### src/rtl/alu_op_issue_pkg.sv
// alu_pkg: shared types and constants for the ID->EX ALU issue stage.
//   alu_op_e  : 4-bit ALU operation code consumed by EX
//   OPC_*     : RV32I major opcodes recognised by the decoder
//   issue_t   : one decoded ALU command (what the stage registers)
//   state_e   : occupancy of the 2-entry skid buffer
//   sext12    : sign-extend a 12-bit immediate to XLEN
package alu_pkg;

  localparam int XLEN   = 32;
  localparam int REG_AW = 5;

  typedef enum logic [3:0] {
    OP_ADD = 4'b0000,
    OP_SUB = 4'b0001,
    OP_SLT = 4'b0010,
    OP_AND = 4'b0011,
    OP_OR  = 4'b0100,
    OP_XOR = 4'b0101,
    OP_SLL = 4'b0110,
    OP_SRL = 4'b0111,
    OP_GE  = 4'b1000
  } alu_op_e;

  localparam logic [6:0] OPC_OP     = 7'b0110011;
  localparam logic [6:0] OPC_OP_IMM = 7'b0010011;
  localparam logic [6:0] OPC_LOAD   = 7'b0000011;
  localparam logic [6:0] OPC_STORE  = 7'b0100011;
  localparam logic [6:0] OPC_BRANCH = 7'b1100011;

  typedef struct packed {
    alu_op_e                  Op;
    logic signed [XLEN-1:0]   Op1;
    logic signed [XLEN-1:0]   Op2;
    logic [REG_AW-1:0]        rd;
    logic                     is_branch;
    logic [2:0]               br_funct3;
    logic                     illegal;
  } issue_t;

  // Encoding chosen so out_valid = state[0] and in_ready = !state[1]
  // come straight off the state flops.
  typedef enum logic [1:0] {
    ST_EMPTY = 2'b00,
    ST_ONE   = 2'b01,
    ST_TWO   = 2'b11
  } state_e;

  function automatic logic [XLEN-1:0] sext12(input logic [11:0] imm);
    return {{(XLEN-12){imm[11]}}, imm};
  endfunction

endpackage

### src/rtl/alu_op_issue_if.sv
// Handshake bundles around the issue stage.
//   alu_id_if  : ID -> issue. master (ID) drives in_valid/instr/rs1_data/rs2_data,
//                slave (issue stage) drives in_ready.
//   alu_cmd_if : issue -> EX. master (issue stage) drives out_valid and the
//                command fields, slave (EX) drives out_ready.
// Valid/ready: a beat transfers on a rising edge where valid && ready; the
// sender keeps valid and payload stable until that edge, and ready never
// depends combinationally on valid.
interface alu_id_if #(parameter int XLEN = alu_pkg::XLEN);
  logic            in_valid;
  logic            in_ready;
  logic [31:0]     instr;
  logic [XLEN-1:0] rs1_data;
  logic [XLEN-1:0] rs2_data;

  modport master (output in_valid, instr, rs1_data, rs2_data, input in_ready);
  modport slave  (input in_valid, instr, rs1_data, rs2_data, output in_ready);
endinterface

interface alu_cmd_if #(parameter int XLEN = alu_pkg::XLEN, parameter int REG_AW = alu_pkg::REG_AW);
  import alu_pkg::*;
  logic                   out_valid;
  logic                   out_ready;
  alu_op_e                Op;
  logic signed [XLEN-1:0] Op1;
  logic signed [XLEN-1:0] Op2;
  logic [REG_AW-1:0]      rd;
  logic                   is_branch;
  logic [2:0]             br_funct3;
  logic                   illegal;

  modport master (output out_valid, Op, Op1, Op2, rd, is_branch, br_funct3, illegal,
                  input out_ready);
  modport slave  (input out_valid, Op, Op1, Op2, rd, is_branch, br_funct3, illegal,
                  output out_ready);
endinterface

### src/rtl/alu_op_decode.sv
// alu_op_decode: combinational RV32I -> ALU command decoder.
//   i_instr    : instruction word
//   i_rs1_data : rs1 value, i_rs2_data : rs2 value
//   o_iss      : decoded command; unsupported encodings give illegal=1 with
//                Op=ADD and zero operands/rd so EX computes nothing harmful.
module alu_op_decode
  import alu_pkg::*;
(
  input  logic [31:0]     i_instr,
  input  logic [XLEN-1:0] i_rs1_data,
  input  logic [XLEN-1:0] i_rs2_data,
  output issue_t          o_iss
);

  typedef enum logic [1:0] {SRC_RS2, SRC_IMM_I, SRC_SHAMT, SRC_IMM_S} src2_e;

  logic [6:0] w_opcode;
  logic [2:0] w_f3;
  logic [6:0] w_f7;
  logic       w_ok;
  logic       w_rd_en;
  logic       w_br;
  alu_op_e    w_op;
  src2_e      w_src2;
  logic       w_unused_rs1_idx;

  assign w_opcode = i_instr[6:0];
  assign w_f3     = i_instr[14:12];
  assign w_f7     = i_instr[31:25];
  // rs1 index is already resolved into i_rs1_data upstream.
  assign w_unused_rs1_idx = ^i_instr[19:15];

  always_comb begin
    w_ok    = 1'b0;
    w_rd_en = 1'b0;
    w_br    = 1'b0;
    w_op    = OP_ADD;
    w_src2  = SRC_RS2;
    case (w_opcode)
      OPC_OP: begin
        w_rd_en = 1'b1;
        if (w_f7 == 7'b0000000) begin
          w_ok = 1'b1;
          case (w_f3)
            3'b000:  w_op = OP_ADD;
            3'b010:  w_op = OP_SLT;
            3'b111:  w_op = OP_AND;
            3'b110:  w_op = OP_OR;
            3'b100:  w_op = OP_XOR;
            3'b001:  w_op = OP_SLL;
            3'b101:  w_op = OP_SRL;
            default: w_ok = 1'b0;      // SLTU
          endcase
        end else if (w_f7 == 7'b0100000 && w_f3 == 3'b000) begin
          w_ok = 1'b1;
          w_op = OP_SUB;
        end
      end
      OPC_OP_IMM: begin
        w_rd_en = 1'b1;
        w_src2  = SRC_IMM_I;
        w_ok    = 1'b1;
        case (w_f3)
          3'b000:  w_op = OP_ADD;
          3'b010:  w_op = OP_SLT;
          3'b111:  w_op = OP_AND;
          3'b110:  w_op = OP_OR;
          3'b100:  w_op = OP_XOR;
          3'b001: begin
            w_op   = OP_SLL;
            w_src2 = SRC_SHAMT;
            w_ok   = (w_f7 == 7'b0000000);
          end
          3'b101: begin
            w_op   = OP_SRL;
            w_src2 = SRC_SHAMT;
            w_ok   = (w_f7 == 7'b0000000);  // SRAI rejected
          end
          default: w_ok = 1'b0;        // SLTIU
        endcase
      end
      OPC_LOAD: begin
        w_rd_en = 1'b1;
        w_src2  = SRC_IMM_I;
        w_ok    = (w_f3 == 3'b010);
      end
      OPC_STORE: begin
        w_src2 = SRC_IMM_S;
        w_ok   = (w_f3 == 3'b010);
      end
      OPC_BRANCH: begin
        w_br = 1'b1;
        w_ok = 1'b1;
        case (w_f3)
          3'b000, 3'b001: w_op = OP_SUB;  // EX tests Zero
          3'b100:         w_op = OP_SLT;
          3'b101:         w_op = OP_GE;
          default:        w_ok = 1'b0;
        endcase
      end
      default: w_ok = 1'b0;
    endcase
  end

  always_comb begin
    o_iss         = '0;
    o_iss.Op      = OP_ADD;
    o_iss.illegal = 1'b1;
    if (w_ok) begin
      o_iss.illegal   = 1'b0;
      o_iss.Op        = w_op;
      o_iss.Op1       = i_rs1_data;
      o_iss.is_branch = w_br;
      o_iss.br_funct3 = w_br ? w_f3 : 3'b000;
      o_iss.rd        = w_rd_en ? i_instr[11:7] : '0;
      case (w_src2)
        SRC_IMM_I: o_iss.Op2 = sext12(i_instr[31:20]);
        SRC_SHAMT: o_iss.Op2 = {{(XLEN-5){1'b0}}, i_instr[24:20]};
        SRC_IMM_S: o_iss.Op2 = sext12({i_instr[31:25], i_instr[11:7]});
        default:   o_iss.Op2 = i_rs2_data;
      endcase
    end
  end

endmodule

### src/rtl/alu_op_issue.sv
// alu_op_issue: ID->EX issue stage with a 2-entry skid buffer.
//   clk, rst  : clock, asynchronous active-high reset
//   flush     : drops M, S and any same-cycle input beat at the next edge
//   id        : alu_id_if.slave  (in_valid/in_ready, instr, rs1_data, rs2_data)
//   cmd       : alu_cmd_if.master (out_valid/out_ready, Op, Op1, Op2, rd,
//               is_branch, br_funct3, illegal)
//   dbg_state : skid-buffer occupancy (EMPTY / ONE / TWO)
// M drives the outputs; S catches the one beat accepted while M is stalled,
// so in_ready is a flop and never sees out_ready combinationally.
module alu_op_issue
  import alu_pkg::*;
(
  input  logic       clk,
  input  logic       rst,
  input  logic       flush,
  alu_id_if.slave    id,
  alu_cmd_if.master  cmd,
  output state_e     dbg_state
);

  state_e r_state;
  state_e w_state_nxt;
  issue_t r_m;
  issue_t r_s;
  issue_t w_dec;
  logic   w_in_fire;
  logic   w_out_fire;
  logic   w_load_m_in;
  logic   w_load_m_s;
  logic   w_load_s;

  alu_op_decode u_decode (
    .i_instr    (id.instr),
    .i_rs1_data (id.rs1_data),
    .i_rs2_data (id.rs2_data),
    .o_iss      (w_dec)
  );

  assign id.in_ready   = ~r_state[1];
  assign cmd.out_valid = r_state[0];
  assign w_in_fire     = id.in_valid & ~r_state[1];
  assign w_out_fire    = r_state[0] & cmd.out_ready;

  always_comb begin
    w_state_nxt = r_state;
    w_load_m_in = 1'b0;
    w_load_m_s  = 1'b0;
    w_load_s    = 1'b0;
    if (flush) begin
      w_state_nxt = ST_EMPTY;
    end else begin
      case (r_state)
        ST_EMPTY: begin
          if (w_in_fire) begin
            w_load_m_in = 1'b1;
            w_state_nxt = ST_ONE;
          end
        end
        ST_ONE: begin
          case ({w_in_fire, w_out_fire})
            2'b11:   w_load_m_in = 1'b1;
            2'b10: begin
              w_load_s    = 1'b1;
              w_state_nxt = ST_TWO;
            end
            2'b01:   w_state_nxt = ST_EMPTY;
            default: w_state_nxt = ST_ONE;
          endcase
        end
        ST_TWO: begin
          if (w_out_fire) begin
            w_load_m_s  = 1'b1;
            w_state_nxt = ST_ONE;
          end
        end
        default: w_state_nxt = ST_EMPTY;
      endcase
    end
  end

  always_ff @(posedge clk or posedge rst) begin
    if (rst) r_state <= ST_EMPTY;
    else     r_state <= w_state_nxt;
  end

  always_ff @(posedge clk or posedge rst) begin
    if (rst) begin
      r_m <= '0;
      r_s <= '0;
    end else begin
      if (w_load_m_in)     r_m <= w_dec;
      else if (w_load_m_s) r_m <= r_s;
      if (w_load_s)        r_s <= w_dec;
    end
  end

  assign cmd.Op        = r_m.Op;
  assign cmd.Op1       = r_m.Op1;
  assign cmd.Op2       = r_m.Op2;
  assign cmd.rd        = r_m.rd;
  assign cmd.is_branch = r_m.is_branch;
  assign cmd.br_funct3 = r_m.br_funct3;
  assign cmd.illegal   = r_m.illegal;
  assign dbg_state     = r_state;

endmodule

### src/flat_wrapper.sv
// flat-port wrapper written by rule: the top's interface ports become plain ports
module alu_op_issue_flat import alu_pkg::*;
  (clk, rst, flush, dbg_state, id_in_valid, id_instr, id_rs1_data, id_rs2_data, id_in_ready, cmd_out_valid, cmd_Op, cmd_Op1, cmd_Op2, cmd_rd, cmd_is_branch, cmd_br_funct3, cmd_illegal, cmd_out_ready);
  alu_id_if id_i ();
  alu_cmd_if cmd_i ();
  input  logic clk;
  input  logic rst;
  input  logic flush;
  output state_e dbg_state;
  input wire logic [$bits(id_i.in_valid)-1:0] id_in_valid;
  input wire logic [$bits(id_i.instr)-1:0] id_instr;
  input wire logic [$bits(id_i.rs1_data)-1:0] id_rs1_data;
  input wire logic [$bits(id_i.rs2_data)-1:0] id_rs2_data;
  output wire logic [$bits(id_i.in_ready)-1:0] id_in_ready;
  output wire logic [$bits(cmd_i.out_valid)-1:0] cmd_out_valid;
  output wire logic [$bits(cmd_i.Op)-1:0] cmd_Op;
  output wire logic [$bits(cmd_i.Op1)-1:0] cmd_Op1;
  output wire logic [$bits(cmd_i.Op2)-1:0] cmd_Op2;
  output wire logic [$bits(cmd_i.rd)-1:0] cmd_rd;
  output wire logic [$bits(cmd_i.is_branch)-1:0] cmd_is_branch;
  output wire logic [$bits(cmd_i.br_funct3)-1:0] cmd_br_funct3;
  output wire logic [$bits(cmd_i.illegal)-1:0] cmd_illegal;
  input wire logic [$bits(cmd_i.out_ready)-1:0] cmd_out_ready;
  assign id_i.in_valid = id_in_valid;
  assign id_i.instr = id_instr;
  assign id_i.rs1_data = id_rs1_data;
  assign id_i.rs2_data = id_rs2_data;
  assign id_in_ready = id_i.in_ready;
  assign cmd_out_valid = cmd_i.out_valid;
  assign cmd_Op = cmd_i.Op;
  assign cmd_Op1 = cmd_i.Op1;
  assign cmd_Op2 = cmd_i.Op2;
  assign cmd_rd = cmd_i.rd;
  assign cmd_is_branch = cmd_i.is_branch;
  assign cmd_br_funct3 = cmd_i.br_funct3;
  assign cmd_illegal = cmd_i.illegal;
  assign cmd_i.out_ready = cmd_out_ready;
  alu_op_issue u_core (.clk(clk), .rst(rst), .flush(flush), .id(id_i), .cmd(cmd_i), .dbg_state(dbg_state));
endmodule
### config.mk
export PLATFORM = sky130hd
export DESIGN_NAME = alu_op_issue_flat
export DESIGN_NICKNAME = d
export VERILOG_FILES = /design/src/rtl/alu_op_issue_pkg.sv /design/src/rtl/alu_op_issue_if.sv /design/src/rtl/alu_op_decode.sv /design/src/rtl/alu_op_issue.sv /design/src/flat_wrapper.sv
export SDC_FILE = /design/constraint.sdc
export NUM_CORES = 1
export LEC_CHECK = 0
export CORE_ASPECT_RATIO = 0.7
export CORE_UTILIZATION = 50
export CTS_CLUSTER_SIZE = 28
export DETAILED_ROUTE_END_ITERATION = 10
export GPL_TIMING_DRIVEN = 0
export PLACE_DENSITY = 0.8
export SLEW_MARGIN = 20
export SYNTH_ARGS = -nofsm -noshare
export SYNTH_HDL_FRONTEND = slang
export SYNTH_HIERARCHICAL = 1
export SYNTH_SLANG_ARGS = --single-unit
export TNS_END_PERCENT = 100
### constraint.sdc
create_clock -name clk -period 6.57 [get_ports clk]
set_clock_uncertainty 0.2 [all_clocks]
set_input_delay 1.6425 -clock clk [delete_from_list [all_inputs] [get_ports clk]]
set_output_delay 1.6425 -clock clk [all_outputs]
set_load 0.01 [all_outputs]
# --- Word level (Yosys, flattened, before mapping) ---
# Index checks and enable logic that the tools add are counted.
totals:
  regBits: 158
  latch_bits: 0
  mem_bits_rw: 0
  rom_bits: 0
  out_inout_bits: 82
  wordCells: 90
  n_memories: 0
op_classes:
  addsub: 0
  n_mul: 0
  n_div: 0
  n_lt_le_gt_ge: 0
  n_eq_ne: 23
  shift: 0
  muxes: 36
  n_bitwise: 3
  reduce_logical: 13
op_table:
  columns: ["op", "n"]
  rows:
  - ["78-bit 2-to-1 mux", 3]
  - ["32-bit case mux with 3 select lines", 1]
  - ["4-bit case mux with 3 select lines", 2]
  - ["7-bit by 6-bit equality test with 1-bit output, second input constant", 3]
  - ["2-bit case mux with 3 select lines", 3]
  - ["3-bit case mux with 6 select lines", 1]
  - ["1-bit 2-to-1 mux", 16]
  - ["3-bit equality test, second input constant", 4]
  - ["2-bit equality test, second input constant", 5]
  - ["2-bit 2-to-1 mux", 4]
  - ["7-bit by 2-bit equality test with 1-bit output, second input constant", 1]
  - ["7-bit by 5-bit equality test with 1-bit output, second input constant", 1]
  - ["7-bit equality test, second input constant", 1]
  - ["7-bit zero test", 1]
  - ["7-bit OR reduction", 1]
  - ["2-bit by 1-bit equality test with 1-bit output, second input constant", 3]
  - ["3-bit by 2-bit inequality test with 1-bit output, second input constant", 2]
  - ["2-bit OR reduction", 3]
  - ["5-bit 2-to-1 mux", 1]
  - ["5-bit OR reduction", 1]
  - ["4-bit 2-to-1 mux", 1]
  - ["1-bit case mux with 2 select lines", 2]
  - ["1-bit case mux with 4 select lines", 1]
  - ["4-bit OR reduction", 1]
  - ["other kinds (12)", 13]

# --- Logic depth before layout (Yosys ltp) ---
# Gate-level depths: netlist (run 1).
depth:
  depth_word: 8
  mapped_depth: 9
  ltp_nobuf: 7

# --- Cells and area by module ---
# Netlist (run 1), hierarchy kept.
modules_own_cells:
  columns: ["mod", "instances", "cells_per_inst", "area_per_inst_um2"]
  rows:
  - ["alu_op_issue", 1, 531, 6740.2]
  - ["alu_op_decode", 1, 161, 1063.5]

# --- Least setup slack after synthesis (run 1) ---
# OpenSTA, ideal clock, no wires.
synth_timing:
  kind: "input-to-reg"
  from: "in id_instr[12]"
  to: "reg u_core/r_s[7] in the netlist's numbering"
  setup_time_ns: 0.125
  arrival_time_ns: 3.218
  required_ns: 6.245
  setup_slack_ns: 3.027
  path_stages: 8
  n_path_buf: 2
  cell_sequence: "clkbuf_1 -> and3b_1 -> and3_1 -> nor3_1 -> nor3_2 -> buf_6 -> and4b_1 -> mux2_2"
synth_lines:
  columns: ["item", "line_no", "source"]
  rows:
  - ["start, declared", "flat_wrapper.sv:11", "input wire logic [$bits(id_i.instr)-1:0] id_instr;"]
  - ["end signal, assigned", "alu_op_issue.sv:93", "if (w_load_s) r_s <= w_dec;"]
  - ["end, declared", "alu_op_issue.sv:24", "issue_t r_s;"]

==> results of run 1 <==
[cell usage after synthesis, drive strengths merged (2+ instances only)]
master	number
dfrtp	158
nand2b	2
mux2	78
inv	8
nand3	3
a21oi	86
o21ai	5
a31oi	2
clkbuf	5
mux2i	83
nor2	89
and4bb	2
nor3	7
nand2	21
a211oi	8
o21a	21
ha	4
buf	45
and4b	5
nor4	2
and3	3
nor2b	35
and2	2
[logic make-up (layout without fill, tap and decap cells)]
group | count (synthesis) | in the layout | share of synthesized area
AOI/OAI and AO/OA | 129 | 129 | 0.1012
xor gates and xnor gates | 1 | 1 | 0.001123
adders and majority gates | 4 | 4 | 0.006414
buffers and inverters | 58 | 266 | 0.04409
DFF | 158 | 158 | 0.5067
muxes | 161 | 161 | 0.2238
other | 1 | 1 | 0.0004805
and+or+nand+nor | 180 | 180 | 0.1162
[sequential cells by signal (all words and copies together) (netlist names)]
name and cells:
u_core/dbg_state 2, u_core/cmd.Op 4, u_core/cmd.Op2 32, u_core/cmd.Op1 32, u_core/cmd.is_branch 1, u_core/cmd.illegal 1
u_core/cmd.rd 5, u_core/cmd.br_funct3 3, u_core/r_s 78
[final timing paths]
| path | from | end | cells past startpoint |
|---|---|---|---|
| worst max-delay path | id_instr[26] | u_core/r_s[8] | 8 |
| worst min-delay path | u_core/r_s[42] | u_core/r_s[42] | 1 |
| worst max register to register | u_core/dbg_state[1] | u_core/r_s[52] | 7 |
| worst min register to register | u_core/r_s[42] | u_core/r_s[42] | 1 |
| max in group asynchronous | rst | u_core/cmd.Op1[30] | 3 |
| min in group asynchronous | rst | u_core/cmd.Op2[6] | 2 |
[area by class of cell]
type,count,area (um^2),area share
flip-flops and latches,158,3954,0.3795
multi-input cells,476,3506,0.3365
repair buffers,176,1779,0.1708
clock buffers,18,439.2,0.04215
plain buffers,50,314.1,0.03014
well taps,195,244.0,0.02342
clock inverters,14,145.1,0.01393
inverters,8,37.54,0.003603
[layer usage]
| layer | global-route usage | vias up | routed length (um) |
|---|---|---|---|
| li1 | - | 2829 | - |
| met1 | 0.3525 | 2978 | 9009 |
| met2 | 0.4178 | 191 | 9616 |
| met3 | 0.07124 | 32 | 1333 |
| met4 | 0.09714 | 0 | 382 |
| met5 | 0 | - | 0 |
[worst max-delay path, cell delays in order]
cell             delay, ns
clkdlybuf4s50_1       0.46
nor4_2                0.43
and3_1                0.22
nor3_1                0.08
nor3_2                0.56
buf_6                 0.25
and4b_1               0.27
mux2_2                0.28
[power by group through the flow]
stage                     sequential [uW]  combinational [uW]  clock (uW)
after floorplan                      1500                 507           0
after global placement               1400                1300           0
after detailed placement             1420                1350           0
after CTS                            1400                1360         989
after global routing                 1430                1460        1030
final                                1400                1350         969
[placed cells by master (no fill, tap or decap), drive strengths merged, types with 7 or more instances in the layout]
cell type      netlist  routed
dfrtp              158     158
a21oi               86      86
nor2b               35      35
mux2                78      78
nor3                 7       7
mux2i               83      83
nor2                89      89
a211oi               8       8
buf                 45      46
clkbuf               5      23
clkdlybuf4s50        0     175
nand2               21      21
o21a                21      21
inv                  8      16
[through the flow]
step / utilization / hold WS [ns]
global placement: 0.6553 / 0.2861
CTS: 0.6968 / 0.3061
global route: 0.6968 / 0.3215
floorplan: - / 0.2786
finish: 0.6968 / 0.3029
detailed placement: 0.6577 / 0.2911
==> run_results.csv, run 1 <==
group,metric,value,unit
global_route,globalRouteOverflowTotal,0,
drt,first_pass_iters,4,
logic_synthesis,synth_nets,797,
global_route,antenna_found_initial,0,
logic_synthesis,synthesis.area,0.007804,mm^2
drt,final_antenna_net_count,0,
timing,period_needed,4.077,ns
drt,via_count,6030,
timing,drv_slew,0,
logic_synthesis,synth_edf_count,0,
timing,fmax,245.3,MHz
clock_network,clock-sinks,158,
logic_synthesis,ys_ff_latch,158,
layout,fin_area,0.01042,mm^2
placement,placed_cells,1063,
layout,synthToLayoutAreaGrowth,33.51,%
worst_setup_path,crit_required,6.68,ns
floorplan,dieArea,0.01612,mm^2
power,p_leak,0.005270,uW
logic_synthesis,async_flop_share,1.000,
worst_setup_path,arrival,4.19,ns
job,max_cap_viol_count,0,
layout,fillers,1099,
logic_synthesis,synth_area_leader_cell,"dfrtp_1",
layout,drive_above_1_share,0.1889,
placement,globalplace.congestion,0.8157,
floorplan,core_area,0.01495,mm^2
logic_synthesis,seq_area_frac_synth,0.5067,
worst_setup_path,worstPathMaxFanout,10,
floorplan,die_h,106.5,um
layout,final_cells,1095,
floorplan,die_x,151.3,um
drt,via_per_inst,5.507,
global_route,grt_usage,0.2661,
logic_synthesis,synth_cell_type_count,53,
power,power.internal,2525,uW
timing,finalSetupViolations,0,
clock_network,cts_root_buf,"clkbuf_16",
timing,slew_headroom,0.5177,
logic_synthesis,yosysTopAreaCellShare,0.5067,
timing,tns,0,ns
power,switching_share,0.3207,
power,p_sw,1192,uW
layout,diodes,0,
placement,hpwl,14750,um
power,peakVddDrop,265.8,uV
global_route,grt_first_pass_wirelength,32220,um
global_route,grt_max_degree,81,
logic_synthesis,synth_flop_cell,"dfrtp_1",
drt,drt_iter0_drc,301,
clock_network,cts_setup_buffers,0,
clock_network,hold_buffers,0,
timing,rsz0062_at_grt,"false",
worst_setup_path,cp-start-kind,"input port",
worst_setup_path,regToRegSetupSlack,4.27,ns
placement,placed_area,0.009834,mm^2
logic_synthesis,synth.area.top_cells,"dfrtp_1, mux2i_1, mux2_2",
clock_network,cts_max_level,4,
timing,hold_violations,0,
clock_network,cts_tree,"built",
drt,drc,0,
clock_network,tritoncts.num_buffers,17,
clock_network,cts.clk_slew.worst_paths,0.07,ns
logic_synthesis,synth_cells,692,
placement,portBuffers,175,
floorplan,pin_count,183,
timing,worst_pin_slew,0.7196,ns
clock_network,clock_latency,0.43,ns
floorplan,start_util,0.5219,
layout,fin_nets,992,
drt,wl,20340,um
power,power_density,356.8,mW/mm^2
run_status,status,"completed",
worst_hold_path,holdCritPathClass,"reg -> reg",
floorplan,rows,37,
logic_synthesis,synth.avg_cell_area,11.28,um^2
clock_network,cts_resized,0,
worst_setup_path,crit_type,"in -> reg",
timing,fin_ws,2.493,ns
power,pwr-share-clk,0.261,
clock_network,cts.path.max_buffers,2,
power,pwr-share-seq,0.376,
power,comb_power_share,0.363,
power,totalPowerFinal,3717,uW
worst_setup_path,end_kind,"flip-flop",
timing,finalCritPeriodShare,0.6205,
global_route,grt_pass1_vias,6266,
drt,wl_per_cell,18.58,um
placement,dp_slack,2.073,ns
logic_synthesis,yosys_warnings,6,
Power figures use the tool's default switching activity.
==> run 2, diff against run 1 <==
==> constraint.sdc (replaced) <==
create_clock -name clk -period 4.17 [get_ports clk]
set_clock_uncertainty 0.2 [all_clocks]
set_input_delay 1.0425 -clock clk [delete_from_list [all_inputs] [get_ports clk]]
set_output_delay 1.0425 -clock clk [all_outputs]
set_load 0.01 [all_outputs]
==> run 2 against run 1 <==
Worst hold slack gained 0.0025 ns. Clock-buffer cell count down 1. Non-clock buffer count rose by 5. Sequential power is 57% higher. Register-to-register slack worse by 2.4 ns. Die area unchanged. Critical path depth did not move. Critical endpoint unchanged. Wire length is 0.25% lower. Setup slack worse by 1.8 ns. Largest power group unchanged. Combinational power grew 58%. Via count did not move.
==> run_results.csv, run 2 (synthesized netlist as in run 1, its figures left out) <==
group,metric,value,unit
run_status,status,"completed",
drt,wl_per_cell,18.46,um
floorplan,rows,37,
worst_hold_path,whs_path_depth,1,
clock_network,cts.clk_slew.worst_paths,0.07,ns
worst_setup_path,regToRegSetupSlack,1.82,ns
clock_network,cts_max_level,4,
worst_hold_path,holdCritPathClass,"reg -> reg",
layout,finish.utilization,0.7026,
worst_setup_path,r2r_cells,8,
worst_setup_path,crit_required,4.28,ns
timing,rsz0062_at_grt,"false",
global_route,grt_pass1_vias,6364,
drt,via_count,6030,
drt,drc,0,
worst_setup_path,cp_slowest_stage_delay,0.56,ns
layout,fillers,1073,
placement,placed_area,0.009946,mm^2
job,max_cap_viol_count,0,
worst_hold_path,worstHoldEndpoint,"u_core/r_s[22]",
clock_network,hold_buffers,0,
layout,most-common-layout-cells,"clkdlybuf4s50_1, dfrtp_1, nor2_1",
layout,regMostFlops,"u_core/r_s",
timing,period_needed,3.473,ns
worst_hold_path,min-delay-start,"u_core/r_s[22]",
drt,via_per_inst,5.487,
placement,portBuffers,175,
drt,final_antenna_net_count,0,
worst_setup_path,worstPathMaxFanout,10,
timing,fmax,288.0,MHz
clock_network,cts_setup_buffers,0,
worst_setup_path,r2r_end,"u_core/cmd.Op2[4]",
power,totalPowerFinal,5808,uW
layout,largest_reg_flops,78,
placement,globalplace.congestion,0.8213,
worst_setup_path,end_kind,"flip-flop",
drt,drt_iter0_drc,299,
layout,fin_nets,997,
timing,finalSetupViolations,0,
power,power_density,552.8,mW/mm^2
clock_network,cts_root_buf,"clkbuf_16",
layout,final_common_cell,"clkdlybuf4s50_1",
timing,whs,0.3054,ns
layout,synthToLayoutAreaGrowth,34.63,%
global_route,grt_usage,0.2651,
worst_setup_path,crit_chain,"clkdlybuf4s50_1 -> nor4_2 -> and3_1 -> nor3_1 -> nor3_2 -> buf_6 -> and4b_1 -> mux2_2",
clock_network,cts_tree,"built",
global_route,globalRouteOverflowTotal,0,
floorplan,dieArea,0.01612,mm^2
clock_network,clock_latency,0.42,ns
clock_network,clock-sinks,158,
power,peakVddDrop,318.8,uV
floorplan,pin_count,183,
drt,first_pass_iters,7,
global_route,grt_first_pass_wirelength,32300,um
timing,hold_violations,0,
timing,tns,0,ns
layout,fin_area,0.01051,mm^2
clock_network,cts_resized,0,
worst_setup_path,cp-start-kind,"input port",
drt,wl,20290,um
worst_setup_path,critical_path.slowest_cell,"nor3_2",
global_route,antenna_found_initial,0,
floorplan,die_h,106.5,um
worst_setup_path,arrival,3.59,ns
worst_setup_path,crit_type,"in -> reg",
timing,drv_slew,0,
clock_network,cts.path.max_buffers,2,
worst_setup_path,timing.rr.start,"u_core/dbg_state[0]",
floorplan,die_x,151.3,um
placement,hpwl,14990,um
timing,finalCritPeriodShare,0.8328,
timing,worst_pin_slew,0.7273,ns
layout,diodes,0,
power,p_leak,0.005302,uW
clock_network,tritoncts.num_buffers,17,
floorplan,start_util,0.5219,
global_route,grt_max_degree,31,
timing,slew_headroom,0.5125,
floorplan,core_area,0.01495,mm^2
layout,drive_above_1_share,0.1925,
[run 2: where the power goes]
group	internal [uW]	total, uW	switching [uW]
registers	1950	2200	255
clock network	827	1470	646
logic	1180	2130	948
[run 2: per-layer routing]
layer,vias to the layer above,global-route usage,wire length (um)
met1,2998,0.3487,8938
met3,28,0.06309,1176
met2,177,0.4286,9780
li1,2827,-,-
met5,-,0,0
met4,0,0.08857,397
[run 2: final cells by class]
type	instances	area (um^2)	area share
inverters	8	33.78	0.003215
clock inverters	14	135.1	0.01286
plain buffers	50	314.1	0.02989
well taps	195	244.0	0.02322
multi-input cells	476	3506	0.3337
repair buffers	181	1894	0.1803
flip-flops and latches	158	3954	0.3763
clock buffers	17	425.4	0.04049
[run 2: worst max-delay path, delay by kind of cell]
family / cells / cell delay (ns)
buffers and inverters: 2 / 0.70
AND/OR/NAND/NOR: 5 / 1.56
multiplexers: 1 / 0.27
[run 2: how the worst max path moves through the flow]
| stage | startpoint | endpoint | slack [ns] |
|---|---|---|---|
| 2_1_floorplan | rst | u_core/cmd.Op1[0] | 0.93 |
| 3_3_place_gp | rst | u_core/r_s[50] | -0.24 |
| 3_5_place_dp | id_instr[25] | u_core/r_s[8] | 0.30 |
| 4_1_cts | id_instr[25] | u_core/r_s[55] | 0.73 |
| 5_1_grt | id_instr[25] | u_core/cmd.Op2[4] | 0.61 |
| 6_report | id_instr[25] | u_core/r_s[8] | 0.70 |
[run 2: stage by stage]
step	setup slack, ns	std cells
after detailed placement	0.2988	1068
after global placement	-0.2365	1062
after CTS	0.7288	1099
final	0.6973	1099
after global routing	0.6147	1099
after floorplan	0.9266	692
==> RTL change 1, RTL diff (settings of run 2) <==
`XLEN`: 32 -> 64.
--- a/src/rtl/alu_op_issue_pkg.sv
+++ b/src/rtl/alu_op_issue_pkg.sv
@@ -6,7 +6,7 @@
 //   sext12    : sign-extend a 12-bit immediate to XLEN
 package alu_pkg;
 
-  localparam int XLEN   = 32;
+  localparam int XLEN   = 64;
   localparam int REG_AW = 5;
 
   typedef enum logic [3:0] {
Interface: changed (resized cmd_Op1, cmd_Op2, id_rs1_data and id_rs2_data); port bits go from 183 to 311. The function was not compared with the original's and may differ.
==> RTL change 1 against run 2 <==
  * Design area increased by 76%
  * Wire length increased by 86%
  * Setup slack got worse by 0.36 ns
  * Global-route usage decreased by 0.34 points
  * Synthesized area increased by 77%
  * First-iteration DRC count increased by 78%
  * Largest cell class unchanged
  * Highest routed layer unchanged
  * Power increased by 81%
  * Sequential cell count increased by 128
==> RTL change 1: results (changes against run 2) <==
metric,value,unit,change
status,finished clean,,
bufs w/o clock,402,,+74%
Final nets,1691,,+70%
synthesized area per cell,11.7,µm²,+4.1%
footprint of the multi-input gates,0.00609,mm²,+74%
Post-Syn Nets,1348,,+69%
DRT Wirelength,37700,µm,+86%
vias in the first global route,10600,,+66%
max reg flops,142,,+82%
Max Root-Sink Buffers,3,,+1
largest net degree at the start of global routing,34,,+9.7%
Peak supply drop,0.351,mV,+10%
wire length on met2,17200,µm,+75%
first-pass GRT wire length,58500,µm,+81%
sequential element share of the synthesized area,51.7,%,+1.0 points
Placer Congestion,0.838,,+2.0%
H-Tree Level Count,1,,-3
total track usage,26.2,%,-0.34 points
Worst path slowest cell,nor3_1,,
die width,201,µm,+33%
reg-to-reg endpoint,u_core/cmd.Op2[27],,
main area contributors after synthesis,"dfrtp_1 52%, mux2i_1 11%, mux2_4 7.6%",,
CP max stage delay,0.62,ns,+0.06 ns
clk tree area frac,5.28,%,-0.054 points
Leakage,9.54,nW,+80%
total CTS buffers,28,,+11
Post-Place Setup Slack,-0.308,ns,-0.607 ns
placed instance area,0.0175,mm²,+76%
post-layout min period,3.83,ns,+0.361 ns
register area,0.00716,mm²,+81%
"non-filler cells, final",1908,,+74%
hold slack final,0.304,ns,-0.000946 ns
multi-input gate count,796,,+67%
FF-to-FF path depth,7,,-1
"Core Util, Final",68.7,%,-1.6 points
TritonRoute pass-1 iters,5,,-2
Yosys reg bits,286,,+81%
Via density,5.44,,-0.83%
initial antenna violation count,1,,+1
met3 usage,6.15,%,-0.16 points
# diodes,1,,+1
Hold Path Sink,u_core/r_s[69],,
RTL change 1: cell families (layout without fill, tap and decap cells):
family	count (synthesis)	in the layout	share of synthesized area [%]
multiplexers	289	289	24.1
flip-flops	286	286	51.7
AND/OR/NAND/NOR	276	276	9.64
AO/OA/AOI/OAI	225	225	9.84
buffers and inverters	97	461	4.29
adder cells (fa/ha/maj)	4	4	0.362
other	1	2	0.0271
XOR/XNOR	1	1	0.0633
RTL change 1: power breakdown:
part | leakage, nW | internal [mW] | total, mW | switching [mW]
clock network | 0.485 | 1.56 | 2.67 | 1.11
registers | 3.69 | 3.53 | 3.99 | 0.459
logic | 5.36 | 2.11 | 3.86 | 1.76
total | 9.54 | 7.20 | 10.5 | 3.33
RTL change 1: critical path, delay by kind of cell:
kind / cells / cell delay, ns
buffers and inverters: 2 / 1.04
AND/OR/NAND/NOR: 5 / 1.71
multiplexers: 1 / 0.26
==> RTL change 2, RTL diff (settings of run 2) <==
Without the edit above. Reset style: synchronous (`rst`), changed in 2 clocked blocks. Comments in the files are not updated.
--- a/src/rtl/alu_op_issue.sv
+++ b/src/rtl/alu_op_issue.sv
@@ -78,12 +78,12 @@
     end
   end
 
-  always_ff @(posedge clk or posedge rst) begin
+  always_ff @(posedge clk) begin
     if (rst) r_state <= ST_EMPTY;
     else     r_state <= w_state_nxt;
   end
 
-  always_ff @(posedge clk or posedge rst) begin
+  always_ff @(posedge clk) begin
     if (rst) begin
       r_m <= '0;
       r_s <= '0;
Function: differs if rst is asserted again (counterexample within 4 cycles, from zero or initial values and one cycle with rst high); with rst held inactive, the same outputs for 4 cycles.
==> RTL change 2 against run 2 <==
  * Synthesized cell count up 14%
  * Synthesized area decreased by 11%
  * Design area down 9.7%
  * First-iteration DRC count grew 19%
  * Sequential cell count unchanged
  * Wire length fell by 6.8%
  * Setup slack worse by 0.062 ns
  * Non-clock buffer count increased by 9
  * Via count rose by 7.1%
  * Utilization increased by 0.78 points
  * Critical endpoint is now u_core/cmd.Op1[21]
Power is not compared: it rests on default switching activity, and its combinational part moved more than twofold at a synthesized area within 25%.
==> RTL change 2: results (changes against run 2) <==
metric,value,unit,change
post-CTS resize count,0,,unchanged
Post-synth EDFFs,0,,unchanged
Synth Area in XOR/XNOR,0.126,%,+0.014 points
placed instance area,0.00892,mm²,-10%
DR WL/cell,16.0,µm,-13%
Adder-Cell Fraction of Synth Area,0.720,%,+0.079 points
DR iter-0 viols,356,,+19%
port bufs,174,,-0.57%
Placer Congestion,0.880,,+7.2%
Post-Syn Nets,897,,+13%
"Distinct cells, synth",55,,+3.8%
Worst path slowest cell,nor3_2,,
worst slew pin tran,0.780,ns,+0.0525 ns
ys async rst share,0,%,-100 points
CP arrival,3.65,ns,+0.06 ns
synthesized area per cell,8.78,µm²,-22%
hpwl dp,13400,µm,-11%
worst setup path start,id_instr[25],,
Synth top cells by count,"176 x nand2_1, 158 x dfxtp_1, 89 x a21oi_1, 79 x a22o_1, 78 x a21o_1",,
# diodes,0,,unchanged
Post-CTS Setup Repair Bufs,0,,unchanged
share of layout cells above drive strength 1,8.32,%,-11 points
Final nets,1090,,+9.3%
total track usage,26.6,%,+0.098 points
Root Driver,clkbuf_16,,
CP max stage delay,0.51,ns,-0.05 ns
Post-Place Setup Slack,0.277,ns,-0.0214 ns
critical hold path startpoint,u_core/cmd.Op2[4],,
Synth Area in Compound Gates,30.1,%,+20 points
main area contributors after synthesis,"dfxtp_1 46%, a22o_1 10%, nand2_1 9.5%",,
worst min path class,reg -> reg,,
first-pass GRT wire length,29800,µm,-7.8%
Max Root-Sink Buffers,2,,unchanged
R2R Path Start,u_core/dbg_state[1],,
Via density,5.46,,-0.46%
vias in the first global route,5931,,-6.8%
Via Count,6461,,+7.1%
post-synthesis mux area share,0.720,%,-22 points
status,finished clean,,
sequential element share of the synthesized area,45.5,%,-5.2 points
largest net degree at the start of global routing,17,,-45%
TritonRoute pass-1 iters,4,,-3
## RTL change 2: cell types whose count changed after synthesis, moves of 25 or more
cell,run 2,this run
mux2i_1,83,5
clkbuf_1,5,30
a21o_1,0,78
dfrtp_1,158,0
nand2_1,20,176
mux2_2,68,0
nor2_1,89,11
a22o_1,0,79
dfxtp_1,0,158
## RTL change 2: final timing paths
kind                        endpoint  slack [ns]  cells after the start
setup / recovery  u_core/cmd.Op1[21]        0.64                      9
hold / removal     u_core/cmd.Op2[4]        0.25                      1
hold reg to reg    u_core/cmd.Op2[4]        0.25                      1
setup reg to reg  u_core/cmd.Op2[27]        1.32                      8
## RTL change 2: metal layers
metal,vias to the layer above,GRT usage [%],share of wire (%)
met5,-,0,0
met4,0,5.62,0.81
met3,14,5.75,5.9
met2,206,40.8,44
met1,3074,38.2,50
li1,3167,-,-
## RTL change 2: power groups by stage
| stage | registers [mW] | logic (mW) | clock network [mW] |
|---|---|---|---|
| 6_report | 1.52 | 0.231 | 1.50 |
| 3_3_place_gp | 1.55 | 0.228 | 0 |
| 5_1_grt | 1.51 | 0.247 | 1.58 |
| 2_1_floorplan | 1.55 | 0.0930 | 0 |
| 4_1_cts | 1.52 | 0.229 | 1.51 |
| 3_5_place_dp | 1.55 | 0.228 | 0 |
## RTL change 2: final cells by class
type | count | area, µm²
fillers | 1069 | 3870
multi-input cells | 562 | 3440
flip-flops and latches | 158 | 3160
repair buffers | 174 | 1740
clock buffers | 18 | 439
plain buffers | 66 | 329
well taps | 185 | 231
clock inverters | 14 | 125
inverters | 6 | 22.5
## RTL change 2: worst max-delay path, delay by kind of cell
kind	cells	cell delay (ns)
buffers and inverters	2	0.78
AND/OR/NAND/NOR	5	1.41
AO/OA/AOI/OAI	2	0.39
